<file path="config.mk">
export PLATFORM = sky130hd
export DESIGN_NAME = instr_fetch_unit
export DESIGN_NICKNAME = d
export VERILOG_FILES = /design/src/rtl/fetch_pkg.sv /design/src/rtl/fetch_fifo.sv /design/src/rtl/instr_fetch_unit.sv
export SDC_FILE = /design/constraint.sdc
export NUM_CORES = 1
export LEC_CHECK = 0
export ABC_AREA = 1
export CORE_ASPECT_RATIO = 0.6
export CORE_MARGIN = 1.5
export CORE_UTILIZATION = 45
export DETAILED_ROUTE_END_ITERATION = 6
export PLACE_DENSITY = 0.77
export SKIP_LAST_GASP = 1
export SYNTH_ARGS = -nofsm -noshare
export SYNTH_HDL_FRONTEND = slang
export SYNTH_HIERARCHICAL = 1
export SYNTH_SLANG_ARGS = --single-unit
</file>
<file path="constraint.sdc">
create_clock -name clk -period 4.55 [get_ports clk]
set_clock_uncertainty 0.15 [all_clocks]
set_input_delay 1.365 -clock clk [delete_from_list [all_inputs] [get_ports clk]]
set_output_delay 1.365 -clock clk [all_outputs]
set_load 0.02 [all_outputs]
</file>
<file path="src/rtl/fetch_pkg.sv">
// Shared types for the instruction fetch unit: PC next-select codes, FSM states
// and the FIFO entry layout (instruction word tagged with its PC).
package fetch_pkg;

  localparam int FETCH_ADDR_W = 32;
  localparam int FETCH_DATA_W = 32;

  typedef enum logic [1:0] {
    PC_SEL_INC    = 2'b00,
    PC_SEL_BRANCH = 2'b01,
    PC_SEL_HOLD   = 2'b10
  } pc_sel_e;

  typedef enum logic [1:0] {
    IDLE,
    REQ,
    WAIT,
    DROP
  } fetch_state_e;

  typedef struct packed {
    logic [FETCH_ADDR_W-1:0] pc;
    logic [FETCH_DATA_W-1:0] data;
  } fetch_entry_t;

endpackage

</file>
<file path="src/rtl/fetch_fifo.sv">
// Small synchronous FIFO of fetched instructions; flush beats push and pop.
module fetch_fifo
  import fetch_pkg::*;
#(
  parameter int  DEPTH   = 2,
  parameter type entry_t = fetch_entry_t
) (
  input  logic                   clk,
  input  logic                   rst_n,
  input  logic                   push,
  input  logic                   pop,
  input  logic                   flush,
  input  entry_t                 wdata,
  output entry_t                 rdata,
  output logic [$clog2(DEPTH):0] count,
  output logic                   empty,
  output logic                   full
);

  localparam int PTR_W = $clog2(DEPTH);

  entry_t           mem_q [DEPTH];
  logic [PTR_W-1:0] wr_ptr_q;
  logic [PTR_W-1:0] rd_ptr_q;
  logic [PTR_W:0]   count_q;
  logic             do_push;
  logic             do_pop;

  assign do_push = push & ~flush;
  assign do_pop  = pop & ~flush & (count_q != '0);

  // Pointers are PTR_W bits wide, so DEPTH being a power of two makes them wrap for free.
  always_ff @(posedge clk or negedge rst_n) begin
    if (!rst_n) begin
      wr_ptr_q <= '0;
      rd_ptr_q <= '0;
      count_q  <= '0;
    end else if (flush) begin
      wr_ptr_q <= '0;
      rd_ptr_q <= '0;
      count_q  <= '0;
    end else begin
      if (do_push) wr_ptr_q <= wr_ptr_q + 1'b1;
      if (do_pop)  rd_ptr_q <= rd_ptr_q + 1'b1;
      case ({do_push, do_pop})
        2'b10:   count_q <= count_q + 1'b1;
        2'b01:   count_q <= count_q - 1'b1;
        default: count_q <= count_q;
      endcase
    end
  end

  always_ff @(posedge clk) begin
    if (do_push) mem_q[wr_ptr_q] <= wdata;
  end

  assign rdata = mem_q[rd_ptr_q];
  assign count = count_q;
  assign empty = (count_q == '0);
  assign full  = (count_q == (PTR_W+1)'(DEPTH));

endmodule

</file>
<file path="src/rtl/instr_fetch_unit.sv">
// Fetch unit: issues one outstanding imem request at a time from pc_in, buffers
// returned words with their PC for decode, and steers the PC next-select.
module instr_fetch_unit
  import fetch_pkg::*;
#(
  parameter int ADDR_WIDTH = 32,
  parameter int DATA_WIDTH = 32,
  parameter int FIFO_DEPTH = 2
) (
  input  logic                  clk,
  input  logic                  rst_n,
  input  logic [ADDR_WIDTH-1:0] pc_in,
  output logic [1:0]            pc_next_sel,
  input  logic                  redirect_valid,
  output logic                  imem_req_valid,
  input  logic                  imem_req_ready,
  output logic [ADDR_WIDTH-1:0] imem_req_addr,
  input  logic                  imem_rsp_valid,
  input  logic [DATA_WIDTH-1:0] imem_rsp_data,
  output logic                  instr_valid,
  input  logic                  instr_ready,
  output logic [DATA_WIDTH-1:0] instr_data,
  output logic [ADDR_WIDTH-1:0] instr_pc
);

  localparam int CNT_W = $clog2(FIFO_DEPTH) + 1;

  typedef struct packed {
    logic [ADDR_WIDTH-1:0] pc;
    logic [DATA_WIDTH-1:0] data;
  } entry_t;

  fetch_state_e          state_q;
  logic [ADDR_WIDTH-1:0] inflight_pc_q;
  logic                  outstanding;
  logic [CNT_W-1:0]      fifo_count;
  logic                  fifo_empty;
  logic                  fifo_full;
  logic                  fifo_push;
  entry_t                fifo_wdata;
  entry_t                fifo_rdata;
  logic [CNT_W:0]        occ;
  logic                  pop;
  logic                  permitted;
  logic                  rsp_take;
  logic                  req_hs;

  assign outstanding = (state_q == WAIT) || (state_q == DROP);
  assign instr_valid = ~fifo_empty & ~redirect_valid;
  assign pop         = instr_valid & instr_ready;

  // Counting the in-flight word as occupied guarantees its FIFO slot on return.
  assign occ       = {1'b0, fifo_count} + (CNT_W+1)'(outstanding);
  assign permitted = ((occ - (CNT_W+1)'(pop)) < (CNT_W+1)'(FIFO_DEPTH)) & ~redirect_valid;

  assign rsp_take       = (state_q == WAIT) & imem_rsp_valid;
  assign imem_req_valid = permitted & ((state_q == REQ) | rsp_take);
  assign imem_req_addr  = pc_in;
  assign req_hs         = imem_req_valid & imem_req_ready;

  assign pc_next_sel = redirect_valid ? PC_SEL_BRANCH :
                       req_hs         ? PC_SEL_INC    : PC_SEL_HOLD;

  assign fifo_push  = rsp_take & ~redirect_valid;
  assign fifo_wdata = {inflight_pc_q, imem_rsp_data};

  fetch_fifo #(
    .DEPTH   (FIFO_DEPTH),
    .entry_t (entry_t)
  ) u_fifo (
    .clk   (clk),
    .rst_n (rst_n),
    .push  (fifo_push),
    .pop   (pop),
    .flush (redirect_valid),
    .wdata (fifo_wdata),
    .rdata (fifo_rdata),
    .count (fifo_count),
    .empty (fifo_empty),
    .full  (fifo_full)
  );

  assign instr_data = fifo_empty ? '0 : fifo_rdata.data;
  assign instr_pc   = fifo_empty ? '0 : fifo_rdata.pc;

  always_ff @(posedge clk or negedge rst_n) begin
    if (!rst_n) begin
      state_q <= IDLE;
    end else if (redirect_valid) begin
      state_q <= (outstanding && !imem_rsp_valid) ? DROP : REQ;
    end else begin
      case (state_q)
        IDLE:    state_q <= REQ;
        REQ:     if (req_hs) state_q <= WAIT;
        WAIT:    if (imem_rsp_valid) state_q <= req_hs ? WAIT : REQ;
        DROP:    if (imem_rsp_valid) state_q <= REQ;
        default: state_q <= IDLE;
      endcase
    end
  end

  always_ff @(posedge clk) begin
    if (req_hs) inflight_pc_q <= pc_in;
  end

  assert property (@(posedge clk) disable iff (!rst_n) !(fifo_push && fifo_full));

endmodule

</file>
==> flow_metrics.env <==
export IMPL_root_buffer="clkbuf_16"
export IMPL_tightest_slew_ps=700
export IMPL_die_h_um=99.8
export IMPL_ant_nets=0
export IMPL_wl_per_cell_um=15.6
export IMPL_via_per_inst=4.63
export IMPL_grt_ovfl_total=0
export IMPL_hpwl_um=8770
export IMPL_cts_tree="built"
export IMPL_rows=35
export IMPL_worst_slack_ps=-211
export IMPL_max_freq_mhz=210
export IMPL_area_growth_pct=33.2
export IMPL_grt_pass1_wl_um=20300
export IMPL_route_final_wire_length_um=13300
export IMPL_final_nets=711
export IMPL_layout_commonest_cell="clkdlybuf4s50_1"
export IMPL_reg2reg_slack_ps=1340
export IMPL_ir_drop_uv=206
export IMPL_hold_path_class="flip-flop to flip-flop"
export IMPL_initial_core_util_pct=45.9
export IMPL_required_ps=3030
export IMPL_pwr_share_seq_pct=44.0
export IMPL_finalCritPeriodShare_pct=105
export IMPL_whs_endpoint="u_fifo/mem_q[0][53]"
export IMPL_start_kind="input pin"
export IMPL_p_per_area_mw_per_mm2=436
export IMPL_crit_arrival_ps=3250
export IMPL_htreeDepth=4
export IMPL_path_buf_inv=4
export IMPL_regToRegStartpoint="u_fifo/count[0]"
export IMPL_numClockSinks=166
export IMPL_holdCritStartpoint="inflight_pc_q[21]"
export IMPL_p_int_uw=2920
export IMPL_vias=3946
export IMPL_path_class="input pin to output port"
export IMPL_top_layer_used="met4"
export IMPL_fin_util_pct=61.1
export IMPL_violations="negative setup slack"
export IMPL_clk_latency_ps=420
export IMPL_setup_viol=2
export IMPL_ff2ff_path_depth=15
export IMPL_critPathSlowestCell="fa_1"
export IMPL_final_cell_mix="165 x clkdlybuf4s50_1, 160 x edfxtp_1, 78 x inv_1, 69 x nor2_1, 38 x mux2_4"
export IMPL_path_max_fanout=2
export IMPL_clockBufferDepth=2
export IMPL_cp_cell_sequence="buf_8 > nor3b_4 > ha_1 > o21bai_4 > fa_1 > inv_1 > nor2_1 > nand3_1 > nor2_4 > nand2_2 > nand2_2 > inv_2 > buf_6"
export IMPL_post_route_min_period_ps=4760
export IMPL_grt_max_degree=66
export IMPL_grt_pass1_vias=4128
export IMPL_wl_met1_um=5860
export IMPL_wl_met3_um=1010
export IMPL_io_pins=170
export IMPL_p_clk_share_pct=32.4
export IMPL_slew_headroom_pct=53.3
export IMPL_syn_area_mm2=0.00703
export IMPL_hold_depth=0
export IMPL_place_congestion=0.819
export IMPL_syn_area_per_cell_um2=14.6
export IMPL_swShare_pct=28.5
export IMPL_hold_buffers=0
export IMPL_place_ws_ps=-1010
export IMPL_status="finished, violations left"
export IMPL_syn_nets=556
export IMPL_routed_wl_met2_um=6310
export IMPL_cts_made_buffers=17
export IMPL_p_leak_uw=0.00356
export IMPL_cp_end_kind="output port"
export IMPL_switchingPower_uw=1160
export IMPL_core_area_mm2=0.0153
export IMPL_syn_inst=481
export IMPL_combPwrFrac_pct=23.7
export IMPL_diodes=0
export IMPL_cp_slowest_stage_delay_ps=480
export IMPL_clkTransAtPathRegs_ps=60
export IMPL_maxCapViolCount=0
export IMPL_drc=0
export IMPL_reg2reg_to="inflight_pc_q[6]"
export IMPL_setup_tns_ps=-352
export IMPL_numPortBuffers=169
export IMPL_final_layout_size_suffix_gt1_share_pct=19.6
export IMPL_yosysWarnings=6
export IMPL_dieArea_mm2=0.0164
export IMPL_dr_pass1_iters=4
export IMPL_drt_initial_drc_count=188
export IMPL_slew_violations=0
export IMPL_die_w_um=164
export IMPL_hold_viol=0
export IMPL_critical_path_top_delay_family="adder cells"
export IMPL_antenna_found_initial=0
export IMPL_cp_common_cell="nand2_2"
export IMPL_track_usage_pct=16.5
export IMPL_rsz0062_at_grt="yes"
==> stage by stage <==
| step | hold slack, ps | area [µm²] | cells | power, µW |
|---|---|---|---|---|
| 4_1_cts | 292 | 9360 | 852 | 4130 |
| 3_5_place_dp | 280 | 8780 | 818 | 2780 |
| 3_3_place_gp | 274 | 8780 | 818 | 2750 |
| 2_1_floorplan | 271 | 7040 | 481 | 2350 |
| 5_1_grt | 299 | 9360 | 852 | 4250 |
| 6_report | 292 | 9360 | 852 | 4080 |
==> sequential cells by signal, indices dropped and copies added, names as in the netlist <==
| name | flops |
|---|---|
| inflight_pc_q | 32 |
| state_q | 2 |
| u_fifo/count | 2 |
| u_fifo/mem_q | 128 |
| u_fifo/rd_ptr_q | 1 |
| u_fifo/wr_ptr_q | 1 |
==> routing by layer <==
layer	GRT usage [%]	vias to the layer above
li1	-	1898
met1	21.0	1884
met2	27.2	155
met3	5.54	9
met4	4.76	0
met5	0	-
==> how the worst max path moves through the flow <==
stage | startpoint | end | slack (ps) | cells past startpoint
after floorplan | redirect_valid | pc_next_sel[1] | -10 | 11
after global placement | instr_ready | pc_next_sel[1] | -930 | 13
after detailed placement | redirect_valid | pc_next_sel[1] | -1010 | 13
after CTS | redirect_valid | pc_next_sel[1] | -260 | 13
after global routing | redirect_valid | pc_next_sel[1] | -290 | 13
final | redirect_valid | pc_next_sel[1] | -210 | 13
==> timing repair <==
action | in CTS | in global routing
setup buffers | 2 | 0
gates resized for setup | 23 | 2
pin swaps | 6 | 6
setup endpoints to repair | 2 | 2
==> power by group through the flow <==
stage                     Sequential (µW)  Clock, µW  Combinational [µW]
after detailed placement             1830          0                 954
after CTS                            1800       1350                 977
final                                1800       1320                 966
after floorplan                      1810          0                 540
after global placement               1820          0                 929
after global routing                 1800       1410                1040
==> layout make-up <==
| class | instances | area, µm² |
|---|---|---|
| clock buffers | 19 | 433 |
| clock inverters | 13 | 115 |
| fillers | 1185 | 5960 |
| inverters | 81 | 304 |
| multi-input cells | 187 | 1470 |
| flip-flops and latches | 166 | 4960 |
| well taps | 203 | 254 |
| repair buffers | 183 | 1820 |
Note: power is estimated with default switching activity, not from simulation.
